[config.mk]
export PLATFORM = sky130hd
export DESIGN_NAME = load_store_unit
export DESIGN_NICKNAME = d
export VERILOG_FILES = /design/src/rtl/load_store_unit.sv
export SDC_FILE = /design/constraint.sdc
export NUM_CORES = 1
export LEC_CHECK = 0
export BUFFER_PORTS_ARGS = -buffer_cell sky130_fd_sc_hd__buf_2
export CAP_MARGIN = 10
export CORE_ASPECT_RATIO = 1.4
export CORE_UTILIZATION = 35
export DETAILED_ROUTE_END_ITERATION = 8
export HOLD_SLACK_MARGIN = 0.1
export PLACE_DENSITY = 0.7
export SLEW_MARGIN = 40
export SYNTH_ARGS = -nofsm -noshare
export SYNTH_HDL_FRONTEND = slang
export SYNTH_SLANG_ARGS = --single-unit
[constraint.sdc]
create_clock -name clk -period 5.35 [get_ports clk]
set_clock_uncertainty 0.1 [all_clocks]
set_input_delay 0.8025 -clock clk [delete_from_list [all_inputs] [get_ports clk]]
set_output_delay 0.8025 -clock clk [all_outputs]
set_load 0.02 [all_outputs]
[src/rtl/load_store_unit.sv]
// load_store_unit: RV32 memory stage. It captures one data access from execute
// and runs it through a valid/ready request and response handshake with data
// memory, holding the pipeline until the access completes. Load data comes back
// shifted into place and sign- or zero-extended.
// Optional feature: define LSU_MISALIGN_TRAP_EN to fault misaligned and
// size-3 accesses. Without it, misaligned addresses are forced aligned and
// size 3 runs as a word access.
module load_store_unit (
    input  logic        clk,
    input  logic        resetn,
    input  logic        ex_valid,
    input  logic        ex_data_req,
    input  logic        ex_data_wr,
    input  logic [1:0]  ex_data_byte,
    input  logic        ex_zero_extnd,
    input  logic [31:0] ex_addr,
    input  logic [31:0] ex_wdata,
    output logic        lsu_stall,
    output logic        lsu_done,
    output logic [31:0] lsu_rdata,
    output logic        lsu_misalign,
    output logic        mem_req_valid,
    input  logic        mem_req_ready,
    output logic [31:0] mem_req_addr,
    output logic        mem_req_wr,
    output logic [31:0] mem_req_wdata,
    output logic [3:0]  mem_req_wstrb,
    input  logic        mem_rsp_valid,
    input  logic [31:0] mem_rsp_rdata
);

    typedef enum logic [1:0] {IDLE, REQ, RSP, DONE} state_t;

    state_t      state_q, state_d;
    logic [31:0] addr_q, addr_d;
    logic        wr_q, wr_d;
    logic [31:0] wdata_q, wdata_d;
    logic [3:0]  wstrb_q, wstrb_d;
    logic [1:0]  off_q, off_d;
    logic [1:0]  size_q, size_d;
    logic        zext_q, zext_d;
    logic [31:0] rdata_q, rdata_d;
    logic        misalign_q, misalign_d;

    logic        capture;
    logic        fault;
    logic [1:0]  size_c;
    logic [1:0]  off_c;
    logic [31:0] wdata_c;
    logic [3:0]  wstrb_c;
    logic [31:0] rsp_sh;

    assign capture = (state_q == IDLE) & ex_valid & ex_data_req;
    assign rsp_sh  = mem_rsp_rdata >> {off_q, 3'b000};

    // Decode the incoming access: effective size, lane offset, replicated store data and strobes
    always_comb begin
        fault  = 1'b0;
        size_c = (ex_data_byte == 2'd3) ? 2'd2 : ex_data_byte;
`ifdef LSU_MISALIGN_TRAP_EN
        fault = ((ex_data_byte == 2'd1) && ex_addr[0]) ||
                ((ex_data_byte == 2'd2) && (ex_addr[1:0] != 2'd0)) ||
                (ex_data_byte == 2'd3);
`endif
        // Offsets below already drop the low bits a half/word cannot use, which
        // is the forced alignment when trapping is off.
        case (size_c)
            2'd0: begin
                off_c   = ex_addr[1:0];
                wdata_c = {4{ex_wdata[7:0]}};
                wstrb_c = 4'b0001 << ex_addr[1:0];
            end
            2'd1: begin
                off_c   = {ex_addr[1], 1'b0};
                wdata_c = {2{ex_wdata[15:0]}};
                wstrb_c = 4'b0011 << {ex_addr[1], 1'b0};
            end
            default: begin
                off_c   = 2'd0;
                wdata_c = ex_wdata;
                wstrb_c = 4'hF;
            end
        endcase
        if (!ex_data_wr) wstrb_c = 4'h0;
    end

    // State register and all datapath flops
    always_ff @(posedge clk or negedge resetn) begin
        if (!resetn) begin
            state_q    <= IDLE;
            addr_q     <= '0;
            wr_q       <= 1'b0;
            wdata_q    <= '0;
            wstrb_q    <= '0;
            off_q      <= '0;
            size_q     <= '0;
            zext_q     <= 1'b0;
            rdata_q    <= '0;
            misalign_q <= 1'b0;
        end else begin
            state_q    <= state_d;
            addr_q     <= addr_d;
            wr_q       <= wr_d;
            wdata_q    <= wdata_d;
            wstrb_q    <= wstrb_d;
            off_q      <= off_d;
            size_q     <= size_d;
            zext_q     <= zext_d;
            rdata_q    <= rdata_d;
            misalign_q <= misalign_d;
        end
    end

    // Next-state logic
    always_comb begin
        state_d = state_q;
        case (state_q)
            IDLE: if (capture) state_d = fault ? DONE : REQ;
            REQ:  if (mem_req_ready) state_d = wr_q ? DONE : RSP;
            RSP:  if (mem_rsp_valid) state_d = DONE;
            DONE: state_d = IDLE;
            default: state_d = IDLE;
        endcase
    end

    // Datapath next values: capture the request, clear data on stores and faults, extend load data
    always_comb begin
        addr_d     = addr_q;
        wr_d       = wr_q;
        wdata_d    = wdata_q;
        wstrb_d    = wstrb_q;
        off_d      = off_q;
        size_d     = size_q;
        zext_d     = zext_q;
        rdata_d    = rdata_q;
        misalign_d = misalign_q;
        if (capture) begin
            addr_d     = {ex_addr[31:2], 2'b00};
            wr_d       = ex_data_wr;
            wdata_d    = wdata_c;
            wstrb_d    = wstrb_c;
            off_d      = off_c;
            size_d     = size_c;
            zext_d     = ex_zero_extnd;
            misalign_d = fault;
            if (fault) rdata_d = '0;
        end
        if ((state_q == REQ) && mem_req_ready && wr_q) rdata_d = '0;
        if ((state_q == RSP) && mem_rsp_valid) begin
            case (size_q)
                2'd0:    rdata_d = {{24{~zext_q & rsp_sh[7]}}, rsp_sh[7:0]};
                2'd1:    rdata_d = {{16{~zext_q & rsp_sh[15]}}, rsp_sh[15:0]};
                default: rdata_d = rsp_sh;
            endcase
        end
    end

    // FSM outputs
    always_comb begin
        mem_req_valid = (state_q == REQ);
        lsu_done      = (state_q == DONE);
        lsu_stall     = ex_valid & ex_data_req & (state_q != DONE);
    end

    assign lsu_rdata     = rdata_q;
    assign lsu_misalign  = misalign_q;
    assign mem_req_addr  = addr_q;
    assign mem_req_wr    = wr_q;
    assign mem_req_wdata = wdata_q;
    assign mem_req_wstrb = wstrb_q;

endmodule

## Word level (Yosys, flattened, before mapping)

Cells that the tools add are included.

- Input port bits: 106
- Word-level logic and storage cells: 50
- Register bits after elaboration: 106

- Eq/ne operators: 10
- Bitwise logic cells: 7
- Muxes and demuxes: 13
- Shift operators: 3
- Reduce and logical (&&, ||, !) cells: 8

Operator list:

| operator | count |
|---|---|
| 32-bit case mux with 2 select lines | 2 |
| 32-bit 2-to-1 mux | 2 |
| 32-bit by 5-bit >> shifter with 32-bit output | 1 |
| 2-bit 2-to-1 mux | 4 |
| 2-bit case mux with 4 select lines | 1 |
| 4-bit case mux with 2 select lines | 1 |
| 1-bit bitwise AND | 6 |
| 2-bit by 1-bit equality test with 1-bit output, second input constant | 3 |
| 2-bit equality test, second input constant | 3 |
| 2-bit zero test | 3 |
| 2-bit != test, second input constant | 3 |
| 4-bit 2-to-1 mux | 1 |
| 2-bit case mux with 2 select lines | 1 |
| 1-bit by 2-bit << shifter with 4-bit output, first input constant | 1 |
| 2-bit by 2-bit << shifter with 4-bit output, first input constant | 1 |
| 1-bit logical AND | 3 |
| 3-bit AND reduction | 1 |
| 2-bit by 1-bit != test with 1-bit output, second input constant | 1 |
| 2-bit nonzero test | 1 |
| 1-bit 2-to-1 mux | 1 |
| 1-bit inverter | 1 |

## Depth between registers and ports, before layout

Gate-level depths: netlist of the first run.

- Depth in word-level cells: 5
- Gate-level depth with buffers: 7

## Worst setup path before layout of the first run

Ideal clock, no wire load.

- Path kind: input -> register
- Start: input port mem_rsp_rdata[31]
- End: register rdata_q[21] (netlist: lsu_rdata[21])
- Path slack: 3.232 ns
- Required time: 5.124 ns
- Arrival: 1.892 ns
- Cell stages on the path: 4
- Cells stage by stage: mux4_2 > o211a_4 > buf_6 > a221o_1

- Longest elaborated chain between the ends: 4

RTL lines:

| item | RTL line | source |
|---|---|---|
| start: declaration | 29 | `input logic [31:0] mem_rsp_rdata` |
| 32-bit by 5-bit >> shifter with 32-bit output * | 54 | `assign rsp_sh = mem_rsp_rdata >> {off_q, 3'b000};` |
| 1-bit bitwise AND (on tied branches) | 152, 151 |  |
| 32-bit case mux with 2 select lines * | 150 | `case (size_q)` |
| 32-bit 2-to-1 mux * | 149 | `if ((state_q == RSP) && mem_rsp_valid) begin` |
| end signal: assignment | 109 | `rdata_q <= rdata_d;` |
| end: declaration | 42 | `logic [31:0] rdata_q, rdata_d;` |

Mark *: on every way between the ends. The rest lies on a longest branch, timed or not.
A chain may end at the register's enable or synchronous reset.

## Worst setup path in the final report of the first run

- Start: register state_q[0]
- End: register rdata_q[25] (netlist: lsu_rdata[25])

- Longest elaborated chain between the ends: 4

RTL lines:

| item | RTL line | source |
|---|---|---|
| start: declaration | 34 | `state_t state_q, state_d;` |
| start signal: assignment | 101 | `state_q <= state_d;` |
| 2-bit by 1-bit equality test with 1-bit output | 148 | `if ((state_q == REQ) && mem_req_ready && wr_q) rdata_d = '0;` |
| 1-bit logical AND (2 in a row) | 148 |  |
| 2-bit nonzero test (no line) | - |  |

Parallel ways exist; a longest one is shown, timed or not.

==> key figures, run 1 <==
Outcome
  • Outcome: completed

STA
  • Worst Tran Pin Value: between 0.7 and 0.8 ns
  • FMAX: roughly 0.38 GHz
  • Relative slew margins: 0.514
  • Setup Viol. Count Final: 0
  • Final Hold Fails: 0
  • RSZ-0062 raised after global routing: false
  • Fin crit period: 2.66 ns
  • Max-slew violations: 0
  • Fin crit share: 0.498
  • Setup TNS: 0 ns

Worst setup path
  • Crit end category: flop
  • Crit path max fanout: 18
  • CP required: 5.52 ns
  • Critical path class: reg -> reg
  • Buf/Inv on CP: 1
  • Kind of cell adding the most delay to the critical path: simple AND/OR/NAND/NOR gates
  • Crit-path cells: inv_1 -> ha_1 -> nand2_1 -> nor3b_2 -> nor2b_1 -> a221o_1
  • Reg2reg path depth: 6
  • WP depth: 6
  • Slowest cell on crit path: nor3b_2
  • Critical path startpoint category: flop
  • Largest stage delay on the critical path: between 0.5 and 0.6 ns
  • Arrival @ worst endpoint: about 2.8 ns

CTS
  • H-tree depth: 3
  • Post_cts resized: 0
  • Setup repair bufs after CTS: 0
  • Clock root buffer: clkbuf_16
  • Longest Clk Path Bufs: 2
  • Cts bufs inserted: 9
  • Reg clk slew, reported paths: around 0.07 ns
  • CTS sink cnt: 106
  • Worst-skew pair later-pin latency: 0.34 ns
  • Hold-fix buffers, CTS: 0
  • CTS tree: built

Floorplan
  • Initial Util: 0.363
  • CORE AREA: 0.0136 sq mm
  • # rows: 50
  • Count of boundary I/O pins: ~210
  • Height of the chip: approximately 140 um
  • Die area: roughly 0.015 sq mm
  • DIE WIDTH: ~100 um

Placement
  • Routability Congestion: between 0.8 and 0.9
  • Post-DP HPWL: slightly below 10 mm
  • PortBufs: between 200 and 250

Worst hold path
  • Hold depth: 2
  • Worst min-delay path category: reg -> reg

Global route
  • First-pass GRT wire length: between 20 and 25 mm
  • Overflow after GRT: 0
  • GRT Util Overall: 0.181
  • Vias in the first global route: between 4000 and 5000
  • Initial antenna violation count: 1
  • Largest net degree at the start of global routing: just over 100

Synthesis
  • Async SR Flop Fraction: 1.00
  • Top cells by area, synth: dfrtp_1 (54%), mux2_2 (11%), mux2i_1 (8.1%), o21ai_0 (5.6%), nand2_1 (3.7%)
  • Cell count after synthesis: 430
  • Post-synth top area share: 0.539
  • Netlist Area Pre-Place: 0.00492 sq mm
  • Mean area per synthesized cell: about 11 sq um
  • Synth Register Bits: between 100 and 150
  • Post-synth top flop: dfrtp_1
  • Sequential cell area fraction in the yosys report: 0.539
  • Yosys warns: 0
  • Number of synthesized flops with an enable pin: 0
  • Netlist cell types: 33
  • Area leader, netlist: dfrtp_1

Pwr
  • Final Total Pwr: approximately 3.9 mW
  • LEAKAGE: 3.22 nW
  • VDD IR-drop max: approximately 250 uV
  • PwrDens: about 600 mW/mm^2

Final layout
  • Area grow syn2layout: 30.3%
  • Commonest non-fill, non-tap cell in the layout: buf_2
  • Final net count: around 730
  • Most frequent cells in the layout: buf_2 (206), dfrtp_1 (106), o21ai_0 (55)
  • N_diodes: 0
  • FILL cells: between 1000 and 1500
  • Share of cells above drive strength 1: 0.455

Route
  • Vias per inst: between 5 and 6
  • DR DRC count: 0
  • DRT iter0 DRCs: 104
  • ANT nets after route: 0
  • Routed WL: between 10 and 15 mm
  • Drt pass-1 iters: 6
  • Total number of vias: 4051
  • DR WL/cell: between 15 and 20 um

Job
  • Number of max-cap violations: 0
-- cell families (layout without fill, tap and decap cells) --
logic type	Yosys count	count (layout)	share of synthesized area
DFF	106	106	0.539
AOI/OAI and AO/OA	102	102	0.128
muxes	91	91	0.203
and+or+nand+nor	88	88	0.0816
buffers and inverters	37	231	0.0358
adders and majority gates	5	5	0.0127
other	1	3	0.000762
-- metal layers --
layer	up-vias	routed length (um)	GRT usage	share of wire
met4	2	347	0.0789	0.027
met2	183	6490	0.313	0.50
met1	1926	5240	0.208	0.40
met5	-	17	0	0.0013
li1	1915	-	-	-
met3	25	907	0.0467	0.070
-- cell usage after synthesis, types with 2 or more instances --
library cell / number
mux4_2: 2
nand3b_1: 9
nand3_1: 3
inv_1: 4
ha_1: 5
mux2i_1: 40
buf_2: 9
buf_1: 2
nor2_1: 18
a21oi_1: 23
nor3b_2: 2
clkbuf_1: 17
buf_6: 2
a22o_1: 2
o21ai_0: 55
dfrtp_1: 106
mux2_2: 49
nand2_1: 49
buf_4: 3
a221o_1: 16
nand2b_1: 2
-- final cells by class --
class	count	area, sq um	area share
Clock inverter	6	93.8	0.0146
Multi-Input combinational cell	289	2120	0.330
Tap cell	182	228	0.0355
Timing Repair Buffer	211	1070	0.167
Clock buffer	10	239	0.0372
Sequential cell	106	2650	0.413
Inverter	4	15.0	0.00234
-- through the flow --
stage,setup slack (ns),utilization,cells,area [sq um],hold slack (ns)
final,2.69,0.473,808,6420,0.375
after global routing,2.43,0.473,808,6420,0.405
after CTS,2.68,0.473,808,6420,0.381
after detailed placement,2.55,0.448,792,6080,0.365
after global placement,2.71,0.448,792,6080,0.358
after floorplan,3.23,-,432,4930,0.407
-- final timing paths --
kind | slack (ns) | startpoint | endpoint
max in group asynchronous | 3.63 | resetn | mem_req_addr[29]$_DFFE_PN0P_
max | 2.69 | state_q[0]$_DFFE_PN0P_ | lsu_rdata[25]$_DFFE_PN0P_
min | 0.38 | mem_req_wdata[27]$_DFFE_PN0P_ | mem_req_wdata[27]$_DFFE_PN0P_
min reg2reg | 0.38 | mem_req_wdata[27]$_DFFE_PN0P_ | mem_req_wdata[27]$_DFFE_PN0P_
min in group asynchronous | 0.39 | resetn | lsu_rdata[10]$_DFFE_PN0P_
max reg2reg | 2.69 | state_q[0]$_DFFE_PN0P_ | lsu_rdata[25]$_DFFE_PN0P_
-- where the power goes --
| group | switching (mW) | total (mW) | internal [mW] |
|---|---|---|---|
| Clock | 0.301 | 0.729 | 0.428 |
| Combinational | 1.06 | 1.73 | 0.673 |
| Sequential | 0.216 | 1.39 | 1.18 |
-- worst reg2reg max path: cells and delay by family (launching register included) --
kind	cells	cell delay (ns)
AO/OA/AOI/OAI	1	0.26
AND/OR/NAND/NOR	3	1.46
buffers and inverters	1	0.16
adder cells (fa/ha/maj)	1	0.21
flip-flops	1	0.40
-- registers in the layout, summed over array words and instances, names as in the netlist --
register       flops
mem_req_addr      30
mem_req_wr         1
lsu_rdata         32
mem_req_wstrb      4
zext_q             1
off_q              2
mem_req_wdata     32
size_q             2
state_q            2
(Power assumes the default switching activity.)
==> run 2, diff against run 1 <==
- PLACE_DENSITY: 0.7 -> 0.72
- clock period: 5.35 -> 2.2 ns (I/O delays scaled with it)
==> key figures, run 2 (same netlist as run 1, synthesis figures left out) <==
Final layout
  • Final net count: ~760
  • Most frequent cells in the layout: buf_2 (206), dfrtp_1 (106), o21ai_0 (55)
  • Finished Core Util: 0.489
  • Commonest non-fill, non-tap cell in the layout: buf_2
  • N_diodes: 0
  • Share of cells above drive strength 1: 0.456
  • Area grow syn2layout: 34.8%

Global route
  • Largest net degree at the start of global routing: 58
  • First-pass GRT wire length: roughly 22 mm
  • Vias in the first global route: approximately 4300
  • Initial antenna violation count: 0
  • Overflow after GRT: 0
  • GRT Util Overall: 0.194

Worst setup path
  • Reg2reg path depth: 8
  • Kind of cell adding the most delay to the critical path: buffers and inverters
  • Critical register-to-register path startpoint: state_q[0]$_DFFE_PN0P_
  • FF-to-FF End: lsu_rdata[28]$_DFFE_PN0P_
  • CP required: about 2.3 ns
  • Slowest cell on crit path: dfrtp_1
  • Critical path startpoint category: flop
  • Critical path class: reg -> reg
  • CP most frequent cell: buf_4
  • Largest stage delay on the critical path: 0.38 ns
  • Arrival @ worst endpoint: roughly 2.1 ns
  • Crit path max fanout: 17
  • Crit-path cells: inv_1 -> ha_1 -> nand2_1 -> buf_4 -> nor3b_2 -> nor2b_1 -> buf_4 -> a221o_1
  • Buf/Inv on CP: 3
  • Reg2reg setup slack: roughly 0.22 ns
  • Crit end category: flop

CTS
  • Reg clk slew, reported paths: ~0.070 ns
  • CTS sink cnt: between 100 and 150
  • Clock root buffer: clkbuf_16
  • Post_cts resized: 0
  • Cts bufs inserted: 9
  • Longest Clk Path Bufs: 2
  • H-tree depth: 3
  • Worst-skew pair later-pin latency: 0.34 ns
  • CTS tree: built

Pwr
  • VDD IR-drop max: 623 uV
  • LEAKAGE: roughly 3.3 nW
  • PwrDens: 1400 mW/mm^2
  • Final Total Pwr: just over 9 mW

Placement
  • Routability Congestion: 0.885
  • PortBufs: 207
  • Setup WS pre-CTS: 0.0852 ns
  • Post-DP HPWL: between 10 and 15 mm

STA
  • Relative slew margins: 0.646
  • Max-slew violations: 0
  • Setup ws final: 0.217 ns
  • Worst hold slack: 0.117 ns
  • Setup TNS: 0 ns
  • Final Hold Fails: 0
  • RSZ-0062 raised after global routing: false
  • Worst Tran Pin Value: approximately 0.53 ns
  • FMAX: 0.504 GHz
  • Fin crit share: 0.901
  • Fin crit period: approximately 2 ns
  • Setup Viol. Count Final: 0

Route
  • Total number of vias: around 4200
  • Vias per inst: between 5 and 6
  • DR WL/cell: about 17 um
  • DRT iter0 DRCs: 94
  • Drt pass-1 iters: 6
  • ANT nets after route: 0
  • DR DRC count: 0
  • Routed WL: 13.8 mm

Worst hold path
  • Hold Path End: mem_req_addr[11]$_DFFE_PN0P_
  • Hold depth: 2
  • Worst min-delay path category: in -> reg
  • Worst min-delay path startpoint: ex_addr[11]

Floorplan
  • CORE AREA: approximately 0.014 sq mm
  • Height of the chip: 142 um
  • Count of boundary I/O pins: ~210
  • Die area: about 0.015 sq mm
  • DIE WIDTH: about 100 um
  • # rows: 50
  • Initial Util: 0.363

Outcome
  • Outcome: completed

Job
  • Number of max-cap violations: 0
==> run 2: report_power, final <==
group          switching, mW  total (mW)  internal, mW
Sequential             0.511        3.37          2.86
Clock                  0.761        1.55         0.789
Combinational           2.61        4.34          1.73
==> run 2: how the worst max path moves through the flow <==
stage | cells after the start | to | slack [ns] | startpoint
detailed placement | 7 | lsu_rdata[5]$_DFFE_PN0P_ | 0.09 | state_q[0]$_DFFE_PN0P_
global route | 8 | lsu_rdata[28]$_DFFE_PN0P_ | 0.08 | state_q[0]$_DFFE_PN0P_
global placement | 7 | lsu_rdata[5]$_DFFE_PN0P_ | 0.23 | state_q[0]$_DFFE_PN0P_
CTS | 7 | lsu_rdata[5]$_DFFE_PN0P_ | 0.07 | state_q[0]$_DFFE_PN0P_
finish | 8 | lsu_rdata[28]$_DFFE_PN0P_ | 0.22 | state_q[0]$_DFFE_PN0P_
floorplan | 6 | mem_req_addr[22]$_DFFE_PN0P_ | 0.26 | state_q[0]$_DFFE_PN0P_
==> run 2: final cells by class <==
type	count	area [sq um]
clock buffer	9	225
clock inverter	7	58.8
fill	1250	6940
tap	182	228
inverter	4	15.0
multi-input combinational	289	2120
sequential	106	2650
timing repair buffer	238	1340
==> run 2: metal layers <==
metal,vias to the layer above,GRT usage,routed length [um]
met2,180,0.352,7160
met4,0,0.0677,259
met3,13,0.0486,1000
met1,2049,0.216,5410
met5,-,0,0
li1,1969,-,-
==> run 2: metrics by stage <==
step                      std cells  cell area, sq um
after global routing            835              6640
after global placement          805              6210
after floorplan                 432              4930
after CTS                       835              6640
after detailed placement        805              6210
final                           835              6640
==> run 2: repair_timing <==
| action | CTS | global route |
|---|---|---|
| hold buffers | 14 | 0 |
| endpoints found under the hold margin | 45 | 0 |
| setup buffers | 0 | 0 |
